File: config.mk
export PLATFORM = sky130hd
export DESIGN_NAME = color_palette_lut
export DESIGN_NICKNAME = d
export VERILOG_FILES = /design/src/rtl/color_palette_lut.sv
export SDC_FILE = /design/constraint.sdc
export NUM_CORES = 1
export LEC_CHECK = 0
export CORE_ASPECT_RATIO = 0.5
export CORE_MARGIN = 2
export CORE_UTILIZATION = 60
export CTS_CLUSTER_DIAMETER = 150
export CTS_CLUSTER_SIZE = 28
export DETAILED_ROUTE_END_ITERATION = 10
export PLACE_DENSITY_LB_ADDON = 0.12
export SLEW_MARGIN = 20
export SYNTH_ARGS = -nofsm -noshare
export SYNTH_HDL_FRONTEND = slang
export SYNTH_SLANG_ARGS = --single-unit
File: constraint.sdc
create_clock -name clk -period 9.1 [get_ports clk]
set_input_delay 1.82 -clock clk [delete_from_list [all_inputs] [get_ports clk]]
set_output_delay 1.82 -clock clk [all_outputs]
set_load 0.02 [all_outputs]
File: src/rtl/color_palette_lut.sv
// color_palette_lut: writable palette lookup followed by a global brightness
// scale. Two pipeline stages: palette read, then per-channel scaling.
module color_palette_lut #(
  parameter int COLOR_WIDTH   = 3,
  parameter int CHANNEL_WIDTH = 8,
  parameter int BRIGHT_WIDTH  = 4
) (
  input  logic                       clk,
  input  logic                       reset,
  input  logic                       in_valid,
  input  logic [COLOR_WIDTH-1:0]     index,
  input  logic                       wr_en,
  input  logic [COLOR_WIDTH-1:0]     wr_index,
  input  logic [3*CHANNEL_WIDTH-1:0] wr_rgb,
  input  logic [BRIGHT_WIDTH-1:0]    bright,
  output logic                       out_valid,
  output logic [CHANNEL_WIDTH-1:0]   r,
  output logic [CHANNEL_WIDTH-1:0]   g,
  output logic [CHANNEL_WIDTH-1:0]   b
);

  localparam int DEPTH    = 1 << COLOR_WIDTH;
  localparam int RGB_W    = 3 * CHANNEL_WIDTH;
  localparam int PROD_W   = CHANNEL_WIDTH + BRIGHT_WIDTH;

  localparam logic [CHANNEL_WIDTH-1:0] CH_MAX  = {CHANNEL_WIDTH{1'b1}};
  localparam logic [CHANNEL_WIDTH-1:0] CH_ZERO = {CHANNEL_WIDTH{1'b0}};

  logic [RGB_W-1:0]        palette [DEPTH];
  logic                    v1;
  logic [RGB_W-1:0]        e1;
  logic [BRIGHT_WIDTH-1:0] bright1;

  // Power-on palette contents: black, white, red, green, blue, then black.
  function automatic logic [RGB_W-1:0] default_entry(input int i);
    logic [RGB_W-1:0] entry;
    case (i)
      1:       entry = {CH_MAX,  CH_MAX,  CH_MAX};
      2:       entry = {CH_MAX,  CH_ZERO, CH_ZERO};
      3:       entry = {CH_ZERO, CH_MAX,  CH_ZERO};
      4:       entry = {CH_ZERO, CH_ZERO, CH_MAX};
      default: entry = {RGB_W{1'b0}};
    endcase
    return entry;
  endfunction

  // Multiply by (bright+1) then drop BRIGHT_WIDTH bits, so all-ones is unity
  // gain and zero still passes c >> BRIGHT_WIDTH.
  function automatic logic [CHANNEL_WIDTH-1:0] scale(
    input logic [CHANNEL_WIDTH-1:0] c,
    input logic [BRIGHT_WIDTH-1:0]  br
  );
    logic [PROD_W-1:0] prod;
    prod = PROD_W'(c) * PROD_W'({1'b0, br} + 1'b1);
    return CHANNEL_WIDTH'(prod >> BRIGHT_WIDTH);
  endfunction

  // Palette storage: reset restores defaults, writes land on the clock edge so
  // a same-cycle lookup of the same entry still sees the old value.
  always_ff @(posedge clk or posedge reset) begin
    if (reset) begin
      for (int i = 0; i < DEPTH; i++) begin
        palette[i] <= default_entry(i);
      end
    end else if (wr_en) begin
      palette[wr_index] <= wr_rgb;
    end
  end

  // Stage 1: fetch the entry and latch brightness alongside the pixel.
  always_ff @(posedge clk or posedge reset) begin
    if (reset) begin
      v1      <= 1'b0;
      e1      <= {RGB_W{1'b0}};
      bright1 <= {BRIGHT_WIDTH{1'b0}};
    end else begin
      v1 <= in_valid;
      if (in_valid) begin
        e1      <= palette[index];
        bright1 <= bright;
      end
    end
  end

  // Stage 2: scale each channel; outputs hold their last colour on bubbles.
  always_ff @(posedge clk or posedge reset) begin
    if (reset) begin
      out_valid <= 1'b0;
      r         <= CH_ZERO;
      g         <= CH_ZERO;
      b         <= CH_ZERO;
    end else begin
      out_valid <= v1;
      if (v1) begin
        r <= scale(e1[3*CHANNEL_WIDTH-1:2*CHANNEL_WIDTH], bright1);
        g <= scale(e1[2*CHANNEL_WIDTH-1:CHANNEL_WIDTH], bright1);
        b <= scale(e1[CHANNEL_WIDTH-1:0], bright1);
      end
    end
  end

endmodule

* After elaboration in Yosys (flattened, before gate mapping)
Index checks and enable logic that the tools add are counted.
Word-level totals: register bits after elaboration 246, input port bits 38, output and inout port bits 25, word-level logic and storage cells 31
Operators by class: $add $sub $neg 1, multiply operators 3, $lt $le $gt $ge 3, mux-type cells 6, bitwise operators 2, reduce and logical (&&, ||, !) cells 1
Operators by type and width (number):
- $bwmux 192 | 1
- $bmux 24 s3 | 1
- $demux 24 s3 | 1
- $mux 24 | 3
- $mul 8x12->12 | 2
- $mul 8x5->12 | 1
- $ge 4x4->1 const B | 2
- $not 3->4 | 2
- $add 4x1->5 const B | 1
- $lt 4x1->1 const B | 1
- $logic_and 1x1->1 | 1

* Longest topological paths before layout
depth in word-level cells 6, mapped depth 17, depth with buffers taken out 15

* Worst setup path before layout
No wires, ideal clock.
kind register to register, from register bright1[0], to register r[6], library setup time 0.125 ns, data arrival time 4.153 ns, data required time 8.975 ns, path slack 4.823 ns, cell stages (with the launch flop) 18, path buffers 2, period minus slack after synthesis 4.277 ns, cell sequence dfrtp_1 -> ha_1 -> and3_1 -> clkbuf_1 -> clkbuf_1 -> nand2_1 -> fa_1 -> inv_1 -> fa_1 -> inv_1 -> fa_1 -> inv_1 -> ha_1 -> a21o_1 -> a21oi_1 -> o221ai_2 -> xor2_1 -> mux2_2
Between the ends: longest elaborated chain between the ends 2
Ends and longest elaborated chain:
- start, declared | RTL line 32 | logic [BRIGHT_WIDTH-1:0] bright1;
- start signal, assigned | RTL line 75 | bright1 <= {BRIGHT_WIDTH{1'b0}};
- start signal, assigned | RTL line 80 | bright1 <= bright;
- $add 4x1->5 | RTL line 54 | prod = PROD_W'(c) * PROD_W'({1'b0, br} + 1'b1);
- $mul 8x12->12 | RTL line 54
- end signal, assigned | RTL line 95 | r <= scale(e1[3*CHANNEL_WIDTH-1:2*CHANNEL_WIDTH], bright1);
- end, declared | RTL line 17 | output logic [CHANNEL_WIDTH-1:0] r,
No other way between the ends. A chain may end at the register's enable or synchronous reset.

* Worst setup path in the final report
Ends and elaborated chain as after synthesis.

==> impl.org <==
** Synthesis
- Post-synthesis net count :: 1,209
- Simple logic cell fraction of the synthesized area :: 0.0742
- Main flop type after synthesis :: sky130_fd_sc_hd__dfrtp_1
- Dividing the synthesized area by the synthesized cell count gives 13.1 µm².
- Post-synthesis cell type count :: 42
- EDFF count, synth :: 0
- After synthesis, the largest family of logic cells by area is multiplexers.
- sky130_fd_sc_hd__dfrtp_1 takes more of the synthesized area than any other cell.
- Netlist area before placement :: 14,000 µm²
- Flip-flop and latch count after synthesis :: 246
- Fraction of synthesized area in multiplexers :: 0.264
- Yosys printed 0 warnings.
- Post-synthesis async set-or-reset flop share :: 1.00
- Share of the synthesized netlist area taken by xor and xnor gates :: 0.0181
- Of the post-synthesis cell area, the dominant cell type holds 0.354.
- Sorting the synthesized cells by area gives the leading types as sky130_fd_sc_hd__dfrtp_1 (35%), sky130_fd_sc_hd__mux2_2 (16%), sky130_fd_sc_hd__dfstp_2 (9.0%).
- Of the total synthesized cell area, the portion taken by full adders, half adders and majority gates is 0.118.
- Sequential cell area fraction in the yosys report :: 0.444
- Area fraction in compound gates after synthesis :: 0.0370
- In the synthesized netlist, the number of instances is 1,068.

** Timing
- Least-Margin Pin Slew :: 0.985 ns
- Setup violations remaining at the end of the flow were counted as 0.
- On the final layout, the worst clock skew is 0.0312 ns.
- The final hold violation count is 0.
- Headroom to the max-slew limit came out at 0.343.
- Fin crit share :: 0.557
- The routed design could run at a clock period as short as 5.07 ns.
- Aggregate negative setup slack :: 0 ns
- Hold is met by 0.495 ns.
- For this run, the top clock speed supported by timing is 197 MHz.
- Setup repair after global routing left no endpoint under its margin.
- Number of pins exceeding their max-slew limit in the final report :: 0

** Layout
- Seq. cell area :: 6220 µm²
- After routing the design area is 15,200 µm².
- The repair_antennas step left the layout with diodes totalling 0.
- Compared with the post-synthesis result, the final layout area differs by 8.53%.
- Most common library cell in the layout ignoring fill and taps :: sky130_fd_sc_hd__mux2_2
- Number of filler instances in the final layout :: 1,680
- Share of final-layout standard cells stronger than drive strength 1 :: 0.318
- In the final design database the tool counted 1,248 nets.
- In the layout the commonest cells are sky130_fd_sc_hd__mux2_2 (205), sky130_fd_sc_hd__dfrtp_1 (198), sky130_fd_sc_hd__inv_1 (88), sky130_fd_sc_hd__clkdlybuf4s50_1 (59), sky130_fd_sc_hd__and2_1 (57).
- Measured on the finished design, the core utilization comes to 0.664.
- Summing all multi-input logic gate instances after layout gives 7160 µm².

** Power and ir drop
- Cell area power density :: 263 nW/µm²
- Total leakage power :: 6.68 nW
- Worst vdd rail ir drop :: 0.214 mV

** Min path
- Kind of path behind the tightest hold check :: reg2reg
- Along the worst hold path, the cell count comes to 1.
- The worst hold path terminates at g[1].
- The worst hold path begins at g[1].

** Route
- For this run, design rule violations remaining after detail routing come to 0.
- Count of routing violations after the opening detailed-route iteration :: 502
- Average wire length per cell after detail routing :: 19.0 µm
- First drt pass iteration count :: 5
- Total length of routed wires :: 27.0 mm
- Count of vias placed by the detailed router :: 8,157
- Vias per Instance :: 5.74
- In this run the remaining antenna-violating nets after routing total 0.

** Floorplanning
- The floorplan has 39 rows.
- In this run the horizontal extent of the chip is 220 µm.
- Vertical die dimension :: 112 µm
- The region available for standard cell placement spans 22,900 µm².
- The die covers 24,700 µm².
- # IOs :: 63
- For this configuration, the core starts out at a cell density of 0.612.

** Worst setup path
- Measured in cells, the most critical reg-to-reg path has a length of 15.
- The worst setup path is launched from a flop.
- Worst EP required :: 9.48 ns
- Of all nets on the critical path, the largest fanout is 25.
- Timing startpoint of the critical path :: bright1[0]
- The endpoint identified for the worst register-to-register timing path is r[6].
- The worst setup path is of the reg2reg kind.
- Sort of element at the end of the critical path :: flop
- Critical register-to-register path startpoint :: bright1[0]
- Arrival time at the worst endpoint :: 5.45 ns
- R2R Setup Slk :: 4.03 ns

** Global route
- The via count of the first global-routing pass was 8,397.
- For this run the aggregate overflow at the end of global routing stands at 0.
- All-layer global routing usage :: 0.231
- The first global-routing pass estimated 44.6 mm of wire.
- Entering global routing, the biggest net connects 147 pins.
- Initial antenna violation count :: 0

** Place
- The placed instances occupy a cell area of 14,800 µm².
- Routability-driven placement finished with a final weighted congestion of 0.851.
- Final HPWL from detailed placement :: 17.9 mm
- In this run the tool buffered the top-level ports with 62 buffer cells.

** Clock network
- Clock root buffer :: sky130_fd_sc_hd__clkbuf_16
- Counting every sink on the clock net gives 246.
- Clock-pin slew reported for the worst setup and hold paths after clock tree synthesis :: 0.12 ns
- Buffers inserted to repair hold after CTS numbered 0.
- Clock tree from TritonCTS :: yes
- Clock latency on the worst-skew pair, taken at its later pin, is 0.50 ns.
- CTS H-tree lvls :: 1
- No sink is reached through more buffers than the 3 on the longest clock path.
- Post-CTS resize count :: 0
- Clock tree synthesis inserted a total of 12 buffers.
- In this run the post-CTS setup repair buffer count came out at 0.

** Status
- The flow ran to the end, and the final reports show no timing, DRC or antenna violations.

** Run
- Max-capacitance violation count :: 0
cells by family after synthesis:
kind of cell               count (synthesis)
AOI/OAI and AO/OA                         81
DFF                                      246
buffers and inverters                    142
xor gates and xnor gates                  29
adders and majority gates                103
and+or+nand+nor                          184
muxes                                    283
cells in the mapped netlist (3+ instances only):
cell and number:
sky130_fd_sc_hd__a211oi_1 3, sky130_fd_sc_hd__a21o_1 6, sky130_fd_sc_hd__a21oi_1 42, sky130_fd_sc_hd__a31o_2 3, sky130_fd_sc_hd__a31oi_1 3, sky130_fd_sc_hd__and2_1 57
sky130_fd_sc_hd__and2_2 3, sky130_fd_sc_hd__and3_1 4, sky130_fd_sc_hd__buf_2 15, sky130_fd_sc_hd__buf_4 9, sky130_fd_sc_hd__buf_6 6, sky130_fd_sc_hd__clkbuf_1 23
sky130_fd_sc_hd__dfrtp_1 198, sky130_fd_sc_hd__dfstp_2 48, sky130_fd_sc_hd__fa_1 48, sky130_fd_sc_hd__ha_1 55, sky130_fd_sc_hd__inv_1 89, sky130_fd_sc_hd__mux2_1 6
sky130_fd_sc_hd__mux2_2 205, sky130_fd_sc_hd__mux2i_1 24, sky130_fd_sc_hd__mux4_2 48, sky130_fd_sc_hd__nand2_1 46, sky130_fd_sc_hd__nand2b_1 15, sky130_fd_sc_hd__nand3_1 4
sky130_fd_sc_hd__nand4_1 10, sky130_fd_sc_hd__nand4b_1 4, sky130_fd_sc_hd__nor2_1 27, sky130_fd_sc_hd__nor2b_1 3, sky130_fd_sc_hd__nor3_1 3, sky130_fd_sc_hd__o21ai_0 6
sky130_fd_sc_hd__o21bai_1 9, sky130_fd_sc_hd__o221a_2 3, sky130_fd_sc_hd__o221ai_2 3, sky130_fd_sc_hd__o22ai_1 3, sky130_fd_sc_hd__xnor2_1 19, sky130_fd_sc_hd__xor2_1 10
power breakdown:
part / internal (mW) / switching (mW) / leakage (nW)
registers: 1.40 / 0.160 / 2.87
logic: 0.924 / 0.916 / 3.65
clock network: 0.255 / 0.347 / 0.166
flip-flops by register name (all words and copies together) (netlist names):
| name | flops |
|---|---|
| r | 8 |
| palette | 192 |
| b | 8 |
| bright1 | 4 |
| v1 | 1 |
| g | 8 |
| out_valid | 1 |
| e1 | 24 |
worst max-delay path, stage by stage, from the launching register on:
cell and delay (ns):
sky130_fd_sc_hd__dfrtp_1 0.77, sky130_fd_sc_hd__ha_1 0.29, sky130_fd_sc_hd__and3_1 0.67, sky130_fd_sc_hd__nand2_1 0.19
sky130_fd_sc_hd__fa_1 0.57, sky130_fd_sc_hd__inv_1 0.06, sky130_fd_sc_hd__fa_1 0.53, sky130_fd_sc_hd__inv_1 0.05
sky130_fd_sc_hd__fa_1 0.52, sky130_fd_sc_hd__inv_1 0.04, sky130_fd_sc_hd__ha_1 0.35, sky130_fd_sc_hd__a21o_1 0.21
sky130_fd_sc_hd__a21oi_1 0.17, sky130_fd_sc_hd__o221ai_2 0.12, sky130_fd_sc_hd__xor2_1 0.15, sky130_fd_sc_hd__mux2_2 0.26
routing by layer:
layer / track usage / wire [µm] / vias to the layer above
li1: - / - / 3793
met1: 0.361 / 13700 / 4206
met2: 0.361 / 12100 / 131
met3: 0.0298 / 1030 / 27
met4: 0.0246 / 240 / 0
met5: 0 / 0 / -
worst max path at each step:
stage                 to  cells past startpoint
floorplan           b[0]                      1
global placement    r[6]                     15
detailed placement  r[6]                     15
global route        r[7]                     14
finish              r[6]                     15
CTS                 r[6]                     15
area by class of cell:
cell class | count | area share
Multi-Input combinational cell | 680 | 0.471
Sequential cell | 246 | 0.409
Timing Repair Buffer | 78 | 0.0491
Tap cell | 307 | 0.0253
Inverter | 89 | 0.0225
Clock buffer | 18 | 0.0212
Clock inverter | 2 | 0.00165
per-stage QoR:
stage | cells | setup slack, ns | power [mW]
finish | 1420 | 4.03 | 4.00
CTS | 1419 | 3.96 | 4.03
global route | 1420 | 3.66 | 4.33
global placement | 1399 | 4.13 | 3.34
floorplan | 1068 | 0.601 | 2.95
detailed placement | 1399 | 3.98 | 3.42
(Power assumes the default switching activity.)
